`src/rtl/gray_to_binary_tracker.sv`:
```
// Gray-coded count decoder: converts each strobed sample to binary and classifies the move
// from the previous sample (hold / up / down / illegal jump). 1-cycle latency, no backpressure.
module gray_to_binary_tracker #(
   parameter int WIDTH = 4,
   parameter int ERR_W = 8
) (
   input  logic             clk,
   input  logic             rst_n,
   input  logic             g_valid,
   input  logic [WIDTH-1:0] g,
   input  logic             err_clr,
   output logic [WIDTH-1:0] b,
   output logic             b_valid,
   output logic             step_up,
   output logic             step_dn,
   output logic             jump_err,
   output logic [ERR_W-1:0] err_count,
   output logic             locked
);

   typedef enum logic {IDLE, TRACK} state_t;

   function automatic logic [WIDTH-1:0] gray2bin(input logic [WIDTH-1:0] gv);
      logic [WIDTH-1:0] bv;
      bv[WIDTH-1] = gv[WIDTH-1];
      for (int i = WIDTH - 2; i >= 0; i--) begin
         bv[i] = bv[i+1] ^ gv[i];
      end
      return bv;
   endfunction

   state_t           state_q, state_d;
   logic [WIDTH-1:0] prev_g_q, prev_g_d;
   logic [WIDTH-1:0] b_q, b_d;
   logic             b_valid_q, b_valid_d;
   logic             step_up_q, step_up_d;
   logic             step_dn_q, step_dn_d;
   logic             jump_err_q, jump_err_d;
   logic [ERR_W-1:0] err_q, err_d;

   logic [WIDTH-1:0] g_bin;
   logic [WIDTH-1:0] prev_bin;
   logic [WIDTH-1:0] diff;
   logic             one_bit;
   logic             multi_bit;

   // A non-zero diff with a single set bit is exactly one gray transition.
   always_comb begin
      g_bin     = gray2bin(g);
      prev_bin  = gray2bin(prev_g_q);
      diff      = g ^ prev_g_q;
      one_bit   = (diff != '0) && ((diff & (diff - WIDTH'(1))) == '0);
      multi_bit = (diff & (diff - WIDTH'(1))) != '0;
   end

   always_comb begin
      state_d    = state_q;
      prev_g_d   = prev_g_q;
      b_d        = b_q;
      b_valid_d  = 1'b0;
      step_up_d  = 1'b0;
      step_dn_d  = 1'b0;
      jump_err_d = 1'b0;

      if (g_valid) begin
         b_d       = g_bin;
         prev_g_d  = g;
         b_valid_d = 1'b1;
         case (state_q)
            IDLE: begin
               state_d = TRACK;
            end
            TRACK: begin
               if (one_bit) begin
                  if (g_bin == prev_bin + WIDTH'(1)) begin
                     step_up_d = 1'b1;
                  end else begin
                     step_dn_d = 1'b1;
                  end
               end else if (multi_bit) begin
                  jump_err_d = 1'b1;
               end
            end
            default: state_d = IDLE;
         endcase
      end
   end

   // Clear takes priority over a simultaneous jump; the count never wraps.
   always_comb begin
      err_d = err_q;
      if (err_clr) begin
         err_d = '0;
      end else if (jump_err_d && (err_q != '1)) begin
         err_d = err_q + ERR_W'(1);
      end
   end

   always_ff @(posedge clk) begin
      if (!rst_n) begin
         state_q    <= IDLE;
         prev_g_q   <= '0;
         b_q        <= '0;
         b_valid_q  <= 1'b0;
         step_up_q  <= 1'b0;
         step_dn_q  <= 1'b0;
         jump_err_q <= 1'b0;
         err_q      <= '0;
      end else begin
         state_q    <= state_d;
         prev_g_q   <= prev_g_d;
         b_q        <= b_d;
         b_valid_q  <= b_valid_d;
         step_up_q  <= step_up_d;
         step_dn_q  <= step_dn_d;
         jump_err_q <= jump_err_d;
         err_q      <= err_d;
      end
   end

   assign b         = b_q;
   assign b_valid   = b_valid_q;
   assign step_up   = step_up_q;
   assign step_dn   = step_dn_q;
   assign jump_err  = jump_err_q;
   assign err_count = err_q;
   assign locked    = (state_q == TRACK);

endmodule

```
`config.mk`:
```
export PLATFORM = sky130hd
export DESIGN_NAME = gray_to_binary_tracker
export DESIGN_NICKNAME = d
export VERILOG_FILES = /design/src/rtl/gray_to_binary_tracker.sv
export SDC_FILE = /design/constraint.sdc
export NUM_CORES = 1
export LEC_CHECK = 0
export BUFFER_PORTS_ARGS = -buffer_cell sky130_fd_sc_hd__buf_4
export CAP_MARGIN = 20
export CORE_MARGIN = 2
export CORE_UTILIZATION = 35
export DETAILED_ROUTE_END_ITERATION = 10
export SYNTH_ARGS = -nofsm -noshare
export SYNTH_HDL_FRONTEND = slang
export SYNTH_SLANG_ARGS = --single-unit
```
`constraint.sdc`:
```
create_clock -name clk -period 2.6 [get_ports clk]
set_input_delay 0.65 -clock clk [delete_from_list [all_inputs] [get_ports clk]]
set_output_delay 0.65 -clock clk [all_outputs]
set_load 0.02 [all_outputs]
```
==> impl_results.md <==
* Multi-input gate area at 614.3 um2
* Status: finished clean
* Synthesized flop and latch total at 20
* Critical path type: reg2reg
* TritonCTS sink count at 20
* Post-DR vias/cell at 5.198
* Nets at 152
* Worst Path Max Fanout at 5
* Clock buffer depth at 2
* Seq pwr share at 51.1%
* Clk pwr share at 28.0%
* Arrival @ worst endpoint at 2.63 ns
* Via count at 894
* Setup Fix Bufs, Post-CTS at 0
* Gr ovfl total at 0
* Unique cell type count in the Yosys netlist at 39
* Largest net degree at the start of global routing at 14
* Vias in the first global route at 856
* Asr flop ratio synth at 0%
* 1st-pass router iterations at 4
* Ports at 25
* Wire length of the first global-routing pass at 3643 um
* Clock Latency Late Sink at 0.30 ns
* Setup crit start kind: flop
* PortBufs at 24
* Hold path start: b[0]$_SDFFE_PN0P_
* Post-layout min period at 2.413 ns
* Antenna Nets Post-Route at 0
* GP Congestion at 0.7021
* Maximum clock rate at 414.5 MHz
* Core area at 2829 um2
* CTS tree: built
* Global Route met3 Usage at 3.930%
* Switching Fraction at 27.37%
* Hold path depth at 1
* Syn_area_per_cell at 9.079 um2
* Die X at 59.09 um
* DRC at 0
* Max Cap Viol at 0
* Yosys top cell area share at 37.69%
* Net Sw Power at 0.1750 mW
* DIE AREA at 3492 um2
* Clk_skew at 0.005233 ns
* Hold crit path type: reg2reg
* Hold Buf Count CTS at 0
* Final slew viol count at 0
* Fraction of layout instances using a drive strength above 1 at 24.11%
* Cts repair resizes at 0
* RSZ-0062 raised after global routing: no
* Top cells by area, synth: dfxtp_1 (38%), xor2_1 (6.6%), mux2i_1 (5.7%)
* R2R depth at 7
* Slowest stage cell, crit path: dfxtp_1
* GRT Total Usage at 13.45%
* CTS Buf Count at 3
* Top_reg_cell synth: dfxtp_1
* Root Driver: clkbuf_4
* Synth Instances at 117
* Critical R2R Capture: step_up$_SDFF_PN0_
* Endpoints failing setup at 0
* PD cells at 493.2 nW/um2
* Netlist Area Pre-Place at 1062 um2
* CTS clk-pin slew, worst paths at 0.11 ns
* Worst Setup End Kind: flop
* Initial Util at 37.55%
* WP buf/inv at 0
* Met1 usage at 17.00%
* Sequential area share after synthesis at 37.69%
* Yosys warns at 0
* Required @ worst endpoint at 2.82 ns
* Routed WL per cell at 11.98 um
* Register area at 400.4 um2
* Most used routing layer: met2
* Met2 Usage GRT at 22.70%
* Post-synth EDFFs at 0
* Critical path, cell by cell: xor2_1 > ha_1 > or3b_1 > mux2_2 > o32a_1 > a221o_1 > nor4_2
* Int Power at 0.4643 mW
* Row cnt at 19
* RR Startpoint: prev_g_q[2]$_SDFFE_PN0P_
* Commonest cells in the netlist: dfxtp_1 (20), xor2_1 (8), nand2_1 (7), nand3_1 (7)
* Antenna Cells at 0
* Hold-critical path endpoint: b[0]$_SDFFE_PN0P_
* Slew @ Worst Pin at 0.3735 ns
* Final Cycle Share at 92.80%
* CP top delay family: simple AND/OR/NAND/NOR gates
* Top-count cell post-synth: dfxtp_1
* R2r setup slk at 0.19 ns
* Setup TNS at 0 ns
* Htree depth at 1
* DRT iter0 DRCs at 27
* Initial antenna violation count at 0
* Area grow syn2layout at 22.03%
* Die height at 59.09 um
* Lkg Pwr at 0.5604 nW
* Max VDD drop at 274.4 uV
* Final Hold Vio Count at 0
* Total wire length at 2061 um
* Hpwl dp at 1578 um
* Filler instances at 298
* Hold WS at 0.4959 ns
* Cell taking the most area after synthesis: dfxtp_1
* Net Count, Synth at 127
* CP peak stage delay at 0.39 ns
* Gate power share at 20.9%
* Max-slew headroom at 75.05%
[flip-flops by register name, indices dropped and copies added (netlist names)]
register   count
step_up        1
err_count      8
jump_err       1
b              3
prev_g_q       4
locked         1
b_valid        1
step_dn        1
[routing by layer]
layer | vias to the layer above | part of all wire, %
li1 | 467 | -
met1 | 408 | 48
met2 | 17 | 46
met3 | 2 | 4.7
met4 | 0 | 0.58
met5 | - | 0
[layout make-up]
cell class              count  share of cell area [%]
repair buffers             26                   15.06
multi-input cells          88                   47.39
well taps                  31                   2.992
flip-flops and latches     20                   30.89
inverters                   3                  0.8687
clock buffers               4                   2.799
[per-stage QoR]
stage          util, %  std cells  area [um2]  setup WS [ns]  power, mW
2_1_floorplan        -        117        1062         0.2748     0.4289
3_3_place_gp     44.54        168        1260         0.2644     0.4642
3_5_place_dp     44.54        168        1260         0.2042     0.4675
4_1_cts          45.82        172        1296         0.1831     0.6476
5_1_grt          45.82        172        1296        0.03866     0.6744
6_report         45.82        172        1296         0.1873     0.6393
[how the worst max path moves through the flow]
stage	endpoint	start	slack, ns	cells past startpoint
floorplan	step_up$_SDFF_PN0_	prev_g_q[3]$_SDFFE_PN0P_	0.27	7
global placement	step_up$_SDFF_PN0_	prev_g_q[2]$_SDFFE_PN0P_	0.26	7
detailed placement	step_up$_SDFF_PN0_	prev_g_q[2]$_SDFFE_PN0P_	0.20	7
finish	step_up$_SDFF_PN0_	prev_g_q[2]$_SDFFE_PN0P_	0.19	7
global route	step_up$_SDFF_PN0_	prev_g_q[2]$_SDFFE_PN0P_	0.04	7
CTS	step_up$_SDFF_PN0_	prev_g_q[2]$_SDFFE_PN0P_	0.18	7
[cells by family (layout without fill, tap and decap cells)]
kind of cell             count (synthesis)  count (layout)  synth area share [%]
buffers and inverters                    9              33                 4.476
adder cells (fa/ha/maj)                  3               3                 3.298
flip-flops                              20              20                 37.69
multiplexers                             7               7                 6.714
AND/OR/NAND/NOR                         45              45                 24.27
AO/OA/AOI/OAI                           21              21                 12.96
XOR/XNOR                                12              12                 10.60
[cell usage in the layout (no fill, tap or decap), types with 2 or more instances in the layout]
master,instances
xnor2_1,3
xor2_1,8
nand3_1,7
o21ai_0,3
nor3_1,4
dfxtp_1,20
nor2_1,4
a21oi_1,4
ha_1,2
mux2i_1,6
inv_1,3
o211a_1,2
nand2_1,7
o21ai_1,5
buf_4,26
and3_1,4
clkbuf_4,3
or3_1,5
nor2b_1,6
[power groups by stage]
stage / Clock (mW) / Sequential [mW] / Combinational (mW)
2_1_floorplan: 0 / 0.343 / 0.0863
3_3_place_gp: 0 / 0.333 / 0.131
3_5_place_dp: 0 / 0.333 / 0.134
4_1_cts: 0.186 / 0.327 / 0.135
5_1_grt: 0.197 / 0.329 / 0.148
6_report: 0.179 / 0.327 / 0.133
Power figures use the tool's default switching activity.
